`src/rtl/fifo_decimation_drain_master.sv`:
```
// Avalon-MM read master draining a decimation FIFO: keeps 1 of every DECIM words
// and forwards them on a valid/ready stream through a 2-entry skid buffer.
module fifo_decimation_drain_master #(
  parameter int DATA_W = 32,
  parameter int DECIM  = 4,
  parameter int CNT_W  = 16
) (
  input  logic              rdclock,
  input  logic              rdreset,
  input  logic              enable,
  output logic              avm_read,
  input  logic              avm_waitrequest,
  input  logic [DATA_W-1:0] avm_readdata,
  output logic              out_valid,
  input  logic              out_ready,
  output logic [DATA_W-1:0] out_data,
  output logic [CNT_W-1:0]  kept_cnt,
  output logic [CNT_W-1:0]  drop_cnt
);

  localparam int PH_W = (DECIM > 1) ? $clog2(DECIM) : 1;

  typedef enum logic {REQ_IDLE, REQ_HOLD} req_state_e;

  req_state_e        state_q, state_d;
  logic              inflight_q, inflight_d;
  logic [PH_W-1:0]   phase_q, phase_d;
  logic [1:0]        occ_q, occ_d;
  logic [DATA_W-1:0] buf0_q, buf0_d;
  logic [DATA_W-1:0] buf1_q, buf1_d;
  logic [CNT_W-1:0]  kept_q, kept_d;
  logic [CNT_W-1:0]  drop_q, drop_d;

  logic       push, pop, keep, credit_ok, rd_req;
  logic [2:0] used;

  assign out_valid = (occ_q != 2'd0);
  assign out_data  = buf0_q;
  assign kept_cnt  = kept_q;
  assign drop_cnt  = drop_q;

  assign pop  = out_valid && out_ready;
  assign keep = (phase_q == '0);
  assign push = inflight_q && keep;

  // A slot being popped this cycle counts as free, so a drained stream sustains one read per cycle.
  assign used      = 3'(occ_q) + 3'(inflight_q) - 3'(pop);
  assign credit_ok = (used < 3'd2);

  always_comb begin
    state_d = REQ_IDLE;
    rd_req  = 1'b0;
    if (!rdreset) begin
      rd_req = (state_q == REQ_HOLD) || (enable && credit_ok);
      if (rd_req && avm_waitrequest) state_d = REQ_HOLD;
    end
    avm_read = rd_req;
  end

  always_comb begin
    inflight_d = avm_read && !avm_waitrequest;
    phase_d    = phase_q;
    kept_d     = kept_q;
    drop_d     = drop_q;
    if (inflight_q) begin
      phase_d = (phase_q == PH_W'(DECIM - 1)) ? '0 : phase_q + PH_W'(1);
      if (keep) kept_d = kept_q + CNT_W'(1);
      else      drop_d = drop_q + CNT_W'(1);
    end
  end

  always_comb begin
    occ_d  = occ_q;
    buf0_d = buf0_q;
    buf1_d = buf1_q;
    unique case ({push, pop})
      2'b10: begin
        if (occ_q == 2'd0) buf0_d = avm_readdata;
        else               buf1_d = avm_readdata;
        occ_d = occ_q + 2'd1;
      end
      2'b01: begin
        buf0_d = buf1_q;
        occ_d  = occ_q - 2'd1;
      end
      2'b11: begin
        if (occ_q == 2'd1) begin
          buf0_d = avm_readdata;
        end else begin
          buf0_d = buf1_q;
          buf1_d = avm_readdata;
        end
      end
      default: ;
    endcase
  end

  always_ff @(posedge rdclock) begin
    if (rdreset) begin
      state_q    <= REQ_IDLE;
      inflight_q <= 1'b0;
      phase_q    <= '0;
      occ_q      <= '0;
      buf0_q     <= '0;
      buf1_q     <= '0;
      kept_q     <= '0;
      drop_q     <= '0;
    end else begin
      state_q    <= state_d;
      inflight_q <= inflight_d;
      phase_q    <= phase_d;
      occ_q      <= occ_d;
      buf0_q     <= buf0_d;
      buf1_q     <= buf1_d;
      kept_q     <= kept_d;
      drop_q     <= drop_d;
    end
  end

endmodule

```
`config.mk`:
```
export PLATFORM = sky130hd
export DESIGN_NAME = fifo_decimation_drain_master
export DESIGN_NICKNAME = d
export VERILOG_FILES = /design/src/rtl/fifo_decimation_drain_master.sv
export SDC_FILE = /design/constraint.sdc
export NUM_CORES = 1
export LEC_CHECK = 0
export ABC_CLOCK_PERIOD_IN_PS = 2200
export CAP_MARGIN = 25
export CORE_ASPECT_RATIO = 0.5
export CORE_MARGIN = 1
export CORE_UTILIZATION = 30
export CTS_CLUSTER_SIZE = 14
export DETAILED_ROUTE_END_ITERATION = 8
export GPL_TIMING_DRIVEN = 0
export PLACE_DENSITY = 0.59
export SYNTH_ARGS = -nofsm -noshare
export SYNTH_HDL_FRONTEND = slang
export SYNTH_SLANG_ARGS = --single-unit
```
`constraint.sdc`:
```
create_clock -name rdclock -period 2.2 [get_ports rdclock]
set_input_delay 0.33 -clock rdclock [delete_from_list [all_inputs] [get_ports rdclock]]
set_output_delay 0.33 -clock rdclock [all_outputs]
set_load 0.1 [all_outputs]
```
==> impl_results.md <==
* Failing checks: setup timing
* Post-synthesis adder-cell area fraction at 3.45%
* Wire per inst at 13.8 µm
* Share of the synthesized area in the top cell type at 48.5%
* Compound-gate portion of the synthesized area at 13.8%
* Fin crit share at 122%
* Cell count after synthesis at 497
* RSZ-0062 raised after global routing: yes
* Initial core utilization at 30.9%
* CTS H-tree lvls at 3
* Outcome: finished with violations
* R2R Path End: out_data[16]
* Slowest CP cell: dfxtp_4
* DR DRC count at 0
* Routed via count at 3,947
* Worst skew pair latency at 0.34 ns
* Num CTS Buffers at 9
* Worst VDD drop at 0.650 mV
* Antenna violations before repair at 0
* Arr. time, crit path at 2.35 ns
* Main combinational cell family by area after synthesis: simple AND/OR/NAND/NOR gates
* CP delay by family, top: adder cells
* Half-perimeter wire length after placement at 8030 µm
* Root Buffer: clkbuf_16
* CTS tree: built
* CP Capture Point: avm_read
* Routed Antenna Nets at 0
* Ys async rst share at 0%
* Row count at 30
* EDFF count, synth at 0
* Layout Nets at 671
* Worst Hold Class: flop to flop
* Reg-to-reg critical path startpoint: phase_q[0]
* Final non-filler cell total at 820
* Final core occ at 44.1%
* CP Class: flop to primary output
* Die Y at 85.7 µm
* TritonCTS Sinks at 102
* First-pass GRT wire length at 18,200 µm
* Total gr overflow at 0
* Max cap viols at 0
* Maximum clock path buffer count at 2
* Share of cells above drive strength 1 at 12.9%
* Sequential element share of the synthesized area at 48.5%
* Synth Cell Area at 4210 µm²
* CTS Hold Bufs at 0
* Worst endpoint required time at 1.87 ns
* Lkg Pwr at 0.00251 µW
* Drt first-iter violations at 177
* Inserted Diodes at 0
* Avg Cell Area, Syn at 8.46 µm²
* Top post-synthesis cells by area: dfxtp_1 (49%), nand2_1 (7.2%), a221oi_1 (6.7%)
* I/O Buffers at 101
* 1st-pass router iterations at 4
* Yosys top cell by area: dfxtp_1
* Synth Area in XOR/XNOR at 5.00%
* Placed instance count at 790
* Die Span X at 169 µm
* Crit path from: occ_q[0]
* Vias in the first global route at 3,624
* Worst Skew at 0.00980 ns
* Final worst slack at -0.481 ns
* Worst R2R Path Depth at 10
* Final wirelength at 11,300 µm
* Startpoint Class: flop
* Largest net degree at the start of global routing at 18
* Post-Synth Simple-Gate Area at 24.6%
* Commonest cells after routing, fill and taps aside: dfxtp_1 (87), nand2_1 (81), nor2_1 (59), clkdlybuf4s50_1 (54), a21oi_1 (43)
* Fmax at 373 MHz
* Top Ports at 103
* Fin. max-slew vios at 0
* Hold slack at 0.457 ns
* CP endpoint kind: primary output
* Bufs and invs on worst path at 3
* Yosys reg bits at 102
* Setup WS pre-CTS at -1.45 ns
* Gp weighted congestion at 0.791
* Netlist cell types at 39
* Die footprint at 14,500 µm²
* Total Power at 7930 µW
* Clock-pin slew on the worst setup and hold paths at 0.07 ns
* Post-synthesis mux area share at 0.714%
* Dominant synthesized flop cell: dfxtp_1
* Area Growth Syn to Fin at 43.0%
* DR vias/cell at 4.81
* Worst slew margin at 32.6%
* Crit-path max FO at 2
* Worst slew pin tran at 1.01 ns
* Syn Nets at 545
* Hold Violations, Final at 0
* Critical path, cell by cell: inv_4 -> ha_4 -> nand2b_4 -> clkinv_4 -> ha_4 -> nand2b_4 -> fa_2 -> xnor2_2 -> a31oi_4 -> nor2_4 -> buf_12
* Critical Path Stages at 11
* R2R setup slack at -0.25 ns
* Global Route Usage Sum at 15.9%
* Final setup fails at 32
* Power per Cell Area at 1320 nW/µm²
* Yosys warning total at 0
* Core area at 13,600 µm²
* Tmin final at 2.68 ns
* Most common cell after layout, fill and taps aside: dfxtp_1
* Slowest stage delay, CP at 0.35 ns
what timing repair did:
| action | in CTS | in global routing |
|---|---|---|
| gates resized for setup | 51 | 34 |
| pin swaps | 6 | 0 |
| setup buffers | 11 | 4 |
| setup endpoints to repair | 93 | 86 |
Yosys cell counts, types with 2 or more instances:
library cell	n
nand4_1	10
inv_1	10
o21ai_0	7
nand2_1	81
and4_1	3
clkbuf_1	26
a21oi_1	43
nor3_1	38
or2_2	3
mux2i_1	3
nor4_1	4
nand2b_1	2
xor2_1	12
ha_1	10
or3_1	9
nor2_1	60
nand3_1	8
xnor2_1	12
a221oi_1	32
nor2b_1	2
buf_2	3
dfxtp_1	102
through the flow:
stage / setup TNS, ns / area (µm²)
floorplan: -0.795 / 4300
detailed placement: -26.94 / 5550
global route: -14.14 / 6010
global placement: -24.66 / 5550
finish: -6.79 / 6010
CTS: -14.88 / 5920
power breakdown:
part	leakage (µW)	total (µW)	internal (µW)	switching (µW)
clock	0.000130	1530	811	716
sequential	0.000837	2410	2210	198
combinational	0.00154	3990	1130	2860
worst reg2reg max path, stage by stage (launching register included):
cell      delay, ns
dfxtp_1        0.37
inv_1          0.06
ha_2           0.23
nand2_1        0.22
inv_2          0.13
ha_1           0.25
nor2b_1        0.14
o21a_1         0.24
clkbuf_2       0.23
a221oi_1       0.37
nor3_1         0.09
cell families (layout without fill, tap and decap cells):
family,after synthesis,count (layout)
buffers and inverters,41,172
DFF,102,102
xor gates and xnor gates,24,24
adders and majority gates,11,11
AOI/OAI and AO/OA,89,89
and+or+nand+nor,227,227
muxes,3,3
layer usage:
metal | part of all wire (%) | track usage [%]
met4 | 0.90 | 4.10
met3 | 4.1 | 4.15
met5 | 0 | 0
met1 | 47 | 20.1
met2 | 48 | 27.1
registers in the layout, summed over array words and instances, names as in the netlist:
| name | flops |
|---|---|
| drop_cnt | 16 |
| out_data | 32 |
| occ_q | 2 |
| kept_cnt | 16 |
| inflight_q | 1 |
| phase_q | 2 |
| buf1_q | 32 |
| state_q | 1 |
how the worst min path moves through the flow:
stage,start,endpoint,slack (ns),cells after the start
2_1_floorplan,avm_waitrequest,inflight_q,0.41,1
3_5_place_dp,buf1_q[25],buf1_q[25],0.45,2
3_3_place_gp,buf1_q[28],buf1_q[28],0.44,2
6_report,buf1_q[23],buf1_q[23],0.46,2
5_1_grt,buf1_q[28],buf1_q[28],0.47,2
4_1_cts,buf1_q[25],buf1_q[25],0.46,2
layout make-up:
| cell class | instances | area [µm²] |
|---|---|---|
| fill | 1357 | 7610 |
| multi-input combinational | 354 | 2080 |
| sequential | 102 | 2070 |
| timing repair buffer | 116 | 1150 |
| clock buffer | 11 | 243 |
| tap | 192 | 240 |
| buffer | 30 | 141 |
| inverter | 10 | 47.5 |
| clock inverter | 5 | 42.5 |
Power figures use the tool's default switching activity.
